<file path="config.mk">
export PLATFORM = sky130hd
export DESIGN_NAME = jtag_axi_bridge
export DESIGN_NICKNAME = d
export VERILOG_FILES = /design/src/rtl/jtag_axi_bridge.sv
export SDC_FILE = /design/constraint.sdc
export NUM_CORES = 1
export LEC_CHECK = 0
export ABC_AREA = 1
export BUFFER_PORTS_ARGS = -buffer_cell sky130_fd_sc_hd__buf_2
export CORE_ASPECT_RATIO = 1.2
export CORE_UTILIZATION = 40
export CTS_CLUSTER_DIAMETER = 60
export CTS_CLUSTER_SIZE = 28
export DETAILED_ROUTE_END_ITERATION = 16
export GPL_TIMING_DRIVEN = 0
export PLACE_DENSITY = 0.74
export SLEW_MARGIN = 20
export SYNTH_ARGS = -nofsm -noshare
export SYNTH_HDL_FRONTEND = slang
export SYNTH_SLANG_ARGS = --single-unit
export TNS_END_PERCENT = 20
</file>
<file path="constraint.sdc">
create_clock -name clk -period 1.2 [get_ports clk]
set_clock_uncertainty 0.05 [all_clocks]
set_input_delay 0.12 -clock clk [delete_from_list [all_inputs] [get_ports clk]]
set_output_delay 0.12 -clock clk [all_outputs]
set_load 0.005 [all_outputs]
</file>
<file path="src/rtl/jtag_axi_bridge.sv">
// Debug-module memory port to AXI4-Lite master bridge.
// One request in flight at a time. AW and W are tracked independently so the
// slave may accept them in either order. The response is a single-cycle
// pulse; its data and error flag are held until the next completion.
module jtag_axi_bridge #(
  parameter int ADDR_W = 32,
  parameter int DATA_W = 32
) (
  input  logic                clk,
  input  logic                rst_n,
  // debug module request/response
  input  logic                req_valid_i,
  output logic                req_ready_o,
  input  logic                req_we_i,
  input  logic [ADDR_W-1:0]   req_addr_i,
  input  logic [DATA_W-1:0]   req_wdata_i,
  input  logic [DATA_W/8-1:0] req_sel_i,
  output logic                resp_valid_o,
  output logic [DATA_W-1:0]   resp_rdata_o,
  output logic                resp_err_o,
  // AXI4-Lite master
  output logic [ADDR_W-1:0]   m_axi_awaddr,
  output logic [2:0]          m_axi_awprot,
  output logic                m_axi_awvalid,
  input  logic                m_axi_awready,
  output logic [DATA_W-1:0]   m_axi_wdata,
  output logic [DATA_W/8-1:0] m_axi_wstrb,
  output logic                m_axi_wvalid,
  input  logic                m_axi_wready,
  input  logic [1:0]          m_axi_bresp,
  input  logic                m_axi_bvalid,
  output logic                m_axi_bready,
  output logic [ADDR_W-1:0]   m_axi_araddr,
  output logic [2:0]          m_axi_arprot,
  output logic                m_axi_arvalid,
  input  logic                m_axi_arready,
  input  logic [DATA_W-1:0]   m_axi_rdata,
  input  logic [1:0]          m_axi_rresp,
  input  logic                m_axi_rvalid,
  output logic                m_axi_rready
);
  localparam int STRB_W = DATA_W / 8;

  typedef enum logic [2:0] {IDLE, WADDR, WRESP, RADDR, RDATA, DONE} state_t;

  typedef struct packed {
    logic [ADDR_W-1:0] addr;
    logic [DATA_W-1:0] wdata;
    logic [STRB_W-1:0] sel;
  } req_t;

  state_t            state_q, state_d;
  req_t              req_q;
  logic              aw_pend_q, w_pend_q;
  logic [DATA_W-1:0] rdata_q;
  logic              err_q;
  logic              accept, aw_hs, w_hs;

  // Only xRESP[1] distinguishes OKAY/EXOKAY from SLVERR/DECERR.
  logic              unused_resp_lsb;
  assign unused_resp_lsb = m_axi_bresp[0] ^ m_axi_rresp[0];

  assign accept = req_valid_i & req_ready_o;
  assign aw_hs  = m_axi_awvalid & m_axi_awready;
  assign w_hs   = m_axi_wvalid & m_axi_wready;

  // Channel payloads come straight from the captured request, so they are
  // stable for as long as any valid is up.
  assign m_axi_awaddr = req_q.addr;
  assign m_axi_araddr = req_q.addr;
  assign m_axi_wdata  = req_q.wdata;
  assign m_axi_wstrb  = req_q.sel;
  assign m_axi_awprot = 3'b000;
  assign m_axi_arprot = 3'b000;
  assign resp_rdata_o = rdata_q;
  assign resp_err_o   = err_q;

  // State register.
  always_ff @(posedge clk or negedge rst_n) begin
    if (!rst_n) state_q <= IDLE;
    else        state_q <= state_d;
  end

  // Next-state and handshake outputs; every output is a decode of the state
  // so nothing depends combinationally on slave inputs.
  always_comb begin
    state_d       = state_q;
    req_ready_o   = 1'b0;
    m_axi_awvalid = 1'b0;
    m_axi_wvalid  = 1'b0;
    m_axi_bready  = 1'b0;
    m_axi_arvalid = 1'b0;
    m_axi_rready  = 1'b0;
    resp_valid_o  = 1'b0;
    case (state_q)
      IDLE: begin
        // Held low while reset is asserted even though the state reads IDLE.
        req_ready_o = rst_n;
        if (req_valid_i && rst_n) state_d = req_we_i ? WADDR : RADDR;
      end
      WADDR: begin
        m_axi_awvalid = aw_pend_q;
        m_axi_wvalid  = w_pend_q;
        if ((!aw_pend_q || m_axi_awready) && (!w_pend_q || m_axi_wready))
          state_d = WRESP;
      end
      WRESP: begin
        m_axi_bready = 1'b1;
        if (m_axi_bvalid) state_d = DONE;
      end
      RADDR: begin
        m_axi_arvalid = 1'b1;
        if (m_axi_arready) state_d = RDATA;
      end
      RDATA: begin
        m_axi_rready = 1'b1;
        if (m_axi_rvalid) state_d = DONE;
      end
      DONE: begin
        resp_valid_o = 1'b1;
        state_d      = IDLE;
      end
      default: state_d = IDLE;
    endcase
  end

  // Capture the request on acceptance; untouched while busy.
  always_ff @(posedge clk or negedge rst_n) begin
    if (!rst_n)      req_q <= '0;
    else if (accept) req_q <= '{addr: req_addr_i, wdata: req_wdata_i, sel: req_sel_i};
  end

  // Per-channel outstanding flags: both set on a write accept, each cleared
  // by its own handshake so AW and W can complete in any order.
  always_ff @(posedge clk or negedge rst_n) begin
    if (!rst_n) begin
      aw_pend_q <= 1'b0;
      w_pend_q  <= 1'b0;
    end else if (accept && req_we_i) begin
      aw_pend_q <= 1'b1;
      w_pend_q  <= 1'b1;
    end else begin
      if (aw_hs) aw_pend_q <= 1'b0;
      if (w_hs)  w_pend_q  <= 1'b0;
    end
  end

  // Response data/error, loaded on the B or R handshake so they are valid in
  // the DONE cycle and held until the next completion.
  always_ff @(posedge clk or negedge rst_n) begin
    if (!rst_n) begin
      rdata_q <= '0;
      err_q   <= 1'b0;
    end else if (state_q == WRESP && m_axi_bvalid) begin
      rdata_q <= '0;
      err_q   <= m_axi_bresp[1];
    end else if (state_q == RDATA && m_axi_rvalid) begin
      rdata_q <= m_axi_rdata;
      err_q   <= m_axi_rresp[1];
    end
  end

endmodule

</file>
# Yosys cells after proc, flatten, opt, wreduce, memory -nomap -nowiden
# Cells that the tools add are included.
# Widths: inputs -> output; s select.
dict set report word_totals {
  regBits 106
  latchBits 0
  ram_bits 0
  rom_bits 0
  input_bits 113
  mem_count 0
}
dict set report classes {
  addsub 0
  multipliers 0
  div 0
  n_lt_le_gt_ge 0
  n_eq_ne 10
  shifts 0
  muxes 22
  n_bitwise 3
  n_reduce_logical 14
}
# cell count
set ops {}
lappend ops {{$mux 32} 2}
lappend ops {{$mux 3} 5}
lappend ops {{$pmux 3 s5} 1}
lappend ops {{$mux 1} 13}
lappend ops {{$ne 2x2->1 const B} 5}
lappend ops {{$eq 3x2->1 const B} 2}
lappend ops {{$eq 3x3->1 const B} 2}
lappend ops {{$reduce_bool 2->1} 3}
lappend ops {{$logic_and 1x1->1} 5}
lappend ops {{$reduce_and 5->1} 1}
lappend ops {{$and 1x1->1} 3}
lappend ops {{$eq 3x1->1 const B} 1}
lappend ops {{$logic_not 3->1} 1}
lappend ops {{$logic_not 1->1} 2}
lappend ops {{$logic_or 1x1->1} 2}
lappend ops {{$mux 2} 1}

# Longest topological paths before layout
dict set report logic_depth {
  depth_word 5
  ltp_mapped 8
}

# Least setup slack after synthesis
# No wires, ideal clock.
dict set report synth_path {
  path_kind {flip-flop to flip-flop}
  startpoint {register state_q[0]}
  endpoint {register err_q (netlist: resp_err_o)}
  t_arrival_ps 1122
  t_required_ps 1020
  setup_slack_ps -102
  path_stages_with_launch 6
  synth_period_minus_slack_ps 1302
  cell_sequence {dfrtp_1 -> nor2_4 -> nand3_1 -> o21ai_2 -> clkbuf_2 -> o211ai_1}
}
dict set report synth_between {
  elab_chain_len 3
  word_cells_on_any_way 6
}
# element line_no
set synth_lines {}
lappend synth_lines {{from (decl)} 52} ;# state_t state_q, state_d;
lappend synth_lines {{from (signal assigned)} 81} ;# else state_q <= state_d;
lappend synth_lines {{$eq 3x2->1 or $eq 3x3->1 (tied branches)} {154, 157}}
lappend synth_lines {{$logic_and 1x1->1, on equally long branches} {154, 157}}
lappend synth_lines {{$mux 1 or $reduce_bool 2->1 (tied branches)} --}
lappend synth_lines {{to (signal assigned)} 156} ;# err_q <= m_axi_bresp[1];
lappend synth_lines {{to (signal assigned)} 159} ;# err_q <= m_axi_rresp[1];
lappend synth_lines {{to (decl)} 56} ;# logic err_q;
# Parallel ways exist; a longest one is shown, timed or not.
# A chain may end at the register's enable or synchronous reset.

# Final worst setup path
dict set report layout_path {
  startpoint {register state_q[0]}
  endpoint {output req_ready_o}
}
dict set report layout_between {
  elab_chain_len 2
}
# element line_no
set layout_lines {}
lappend layout_lines {{$logic_not 3->1} 95} ;# case (state_q)
lappend layout_lines {{$mux 1} 95}
lappend layout_lines {{to (decl)} 13} ;# output logic req_ready_o,
# Every way passes these cells.

==> impl_metrics.toml <==
[min_path]
hold_path.class = "input pin to async pin"

[floorplan]
die_w_um = 100
start_util_pct = 41.5
rows = 42
core_area_sq_um = 11100
io-pin-count = 259
die_h_um = 120
dieArea_sq_um = 12000

[final_layout]
layout-drive-gt1-share_pct = 42.9
stdcell_count = 1080
fin_nets = 1034
area_growth_pct = 72.1
fin_util_pct = 71.5
num_antenna_cells = 0

[timing]
tightest_slew_ns = 0.609
final.setup.tns_ns = -24.60
slew_headroom_pct = 59.4
fin_crit_ns = 1.51
setup_viol = 113
min_period_over_period_pct = 126
hold_slack_ns = -0.425
fin_ws_ns = -0.312
fmax_mhz = 661
hold_violations = 106
rsz0062_at_grt = "yes"
slew_viol_final = 0

[grt]
grt_pass1_wl_um = 24100
grt_pass1_vias = 5031
grt_remaining_overflow = 0
grt_max_degree = 57
antenna_found_initial = 0
met2_usage_pct = 44.9
track_usage_pct = 25.5
busiest_layer = "met2"
use_met3_pct = 4.66
grt_use_met1_pct = 29.9

[drt]
num_vias = 4955
drc = 0
antenna_left = 0
avgRoutedWirePerCell_um = 14.1
dr.pass1.iters = 4
drt_iter0_markers = 227
drt-vias-per-instance = 4.59
wirelength_um = 15200

[setup_path]
crit_fanout = 4
crit_buf_inv = 2
cp.arrival_ns = 1.34
worstSetupStartpointType = "register"
cpPeakStageDelay_ns = 0.45
crit_family = "flip-flops"
rrSetupSlack_ns = -0.30
crit_path_cell_trace = "nor2_4 > nand2_4 > buf_8 > nor2_4 > buf_2"
crit_type = "register to output port"
required_ns = 1.03
worst_path_most_repeated_cell = "nor2_4"
crit_path_end_kind = "output port"
crit_slowest_cell = "dfrtp_2"

[place]
io_buffers = 250
dpl.cell_count = 941
post-dp-hpwl_um = 9400
place_congestion = 0.812

[logic_synthesis]
ys_types = 22
synth_largest_area_cell = "dfrtp_1"
synth_top_area_share_pct = 57.4
syn_avg_cell_area_sq_um = 8.71
syn_inst = 531
syn_area_sq_um = 4620
ys_seq_area_share_pct = 57.4
yosys_warnings = 0
synth_area_leaders = "dfrtp_1 57%, nand2_1 15%, o21ai_0 10%, buf_4 6.2%, inv_1 3.5%"
ys_ff_latch = 106

[clock_tree]
cts.sinks = 106
clk_path_buf_depth = 2
ctsHoldBuffers = 102
clkTransAtPathRegs_ns = 0.07
cts_htree_levels = 3
clk_latency_ns = 0.33
clockRootBuffer = "clkbuf_16"
cts_tree = "yes"
numCtsBuffers = 9

[power_and_ir_drop]
peakVddDrop_mv = 1.04
leakagePower_nw = 4.32
power_density_nw_per_um2 = 2170
finalPower_mw = 17.3

[flow_run]
maxCapViolCount = 0

[outcome]
status = "finished with violations"
violations = "negative hold slack, negative setup slack"
## what timing repair did
action,in CTS,in global routing
setup buffers,16,1
endpoints found under the setup margin,113,123
gates resized for setup,104,54
pin swaps,4,2
hold endpoints to repair,151,106
gates cloned,4,0
## synth_stat cells (all sizes together)
| cell | n |
|---|---|
| nand2 | 190 |
| dfrtp | 106 |
| o21ai | 99 |
| buf | 51 |
| inv | 45 |
| clkbuf | 14 |
| nor2 | 12 |
| nand3 | 4 |
| a21oi | 3 |
| o211ai | 3 |
| o21bai | 2 |
| conb | 1 |
| nand3b | 1 |
## worst reg2reg max path, cell delays in order, from the launching register on
cell     delay (ns)
dfrtp_2        0.45
nor2_4         0.16
buf_4          0.15
nand3_2        0.11
o21ai_2        0.14
buf_4          0.21
o21ai_0        0.10
## report_power, final
group / switching [mW] / internal [mW]
Clock: 1.28 / 1.61
Combinational: 3.86 / 4.21
Sequential: 1.08 / 5.23
Total: 6.22 / 11.0
## metrics by stage
stage	instance area [sq um]	setup WS, ns
detailed placement	6140	-0.692
global placement	6110	-2.46
CTS	7790	-0.327
finish	7960	-0.312
floorplan	4670	-0.0590
global route	7960	-0.376
## logic make-up after synthesis
kind of cell	Yosys count	share of synthesized area, %
DFF	106	57.4
buffers and inverters	110	13.1
other	1	0.0811
AOI/OAI and AO/OA	107	11.9
and+or+nand+nor	207	17.5
## placed cells by master (no fill, tap or decap), types with 3 or more instances in the layout
cell type	synthesis	layout
nor2_4	2	4
a21oi_1	3	3
o21ai_0	95	37
buf_4	38	48
dfrtp_1	106	103
clkbuf_16	0	9
dlygate4sd3_1	0	102
o21ai_1	3	47
buf_2	8	248
nor2_1	10	5
dfrtp_2	0	3
clkbuf_1	12	7
nand2_1	188	169
o211ai_1	3	3
o21ai_2	1	15
nand2_2	1	19
clkinv_2	0	4
conb_1	1	6
buf_6	5	18
clkbuf_8	0	6
inv_1	43	42
buf_8	0	7
nor2_2	0	3
## per-layer routing
metal	part of all wire (%)	wire (um)
met3	4.8	725
met5	0	0
met2	52	7880
met4	3.7	566
met1	40	6070
## worst paths after layout
kind,end,start,cells after the start
worst max register to register,resp_rdata_o[10],state_q[0],6
worst max-delay path,req_ready_o,state_q[0],5
min in group clk,aw_pend_q,req_we_i,3
max in group asynchronous,state_q[0],rst_n,2
worst min register to register,m_axi_wdata[1],m_axi_wdata[1],2
worst min-delay path,m_axi_araddr[20],rst_n,1
## state kept, by name, indices dropped and copies added, names as in the netlist
register      count
resp_err_o        1
m_axi_wstrb       4
m_axi_wdata      32
state_q           3
w_pend_q          1
m_axi_araddr     32
resp_rdata_o     32
aw_pend_q         1
## layout make-up
cell class	instances	area, sq um
buffer	65	594
clock buffer	10	229
clock inverter	6	57.6
fill	825	3180
inverter	45	171
multi-input combinational	320	1520
sequential	106	2660
tap	154	193
timing repair buffer	374	2540
No activity file was read; power rests on OpenSTA's default activity.
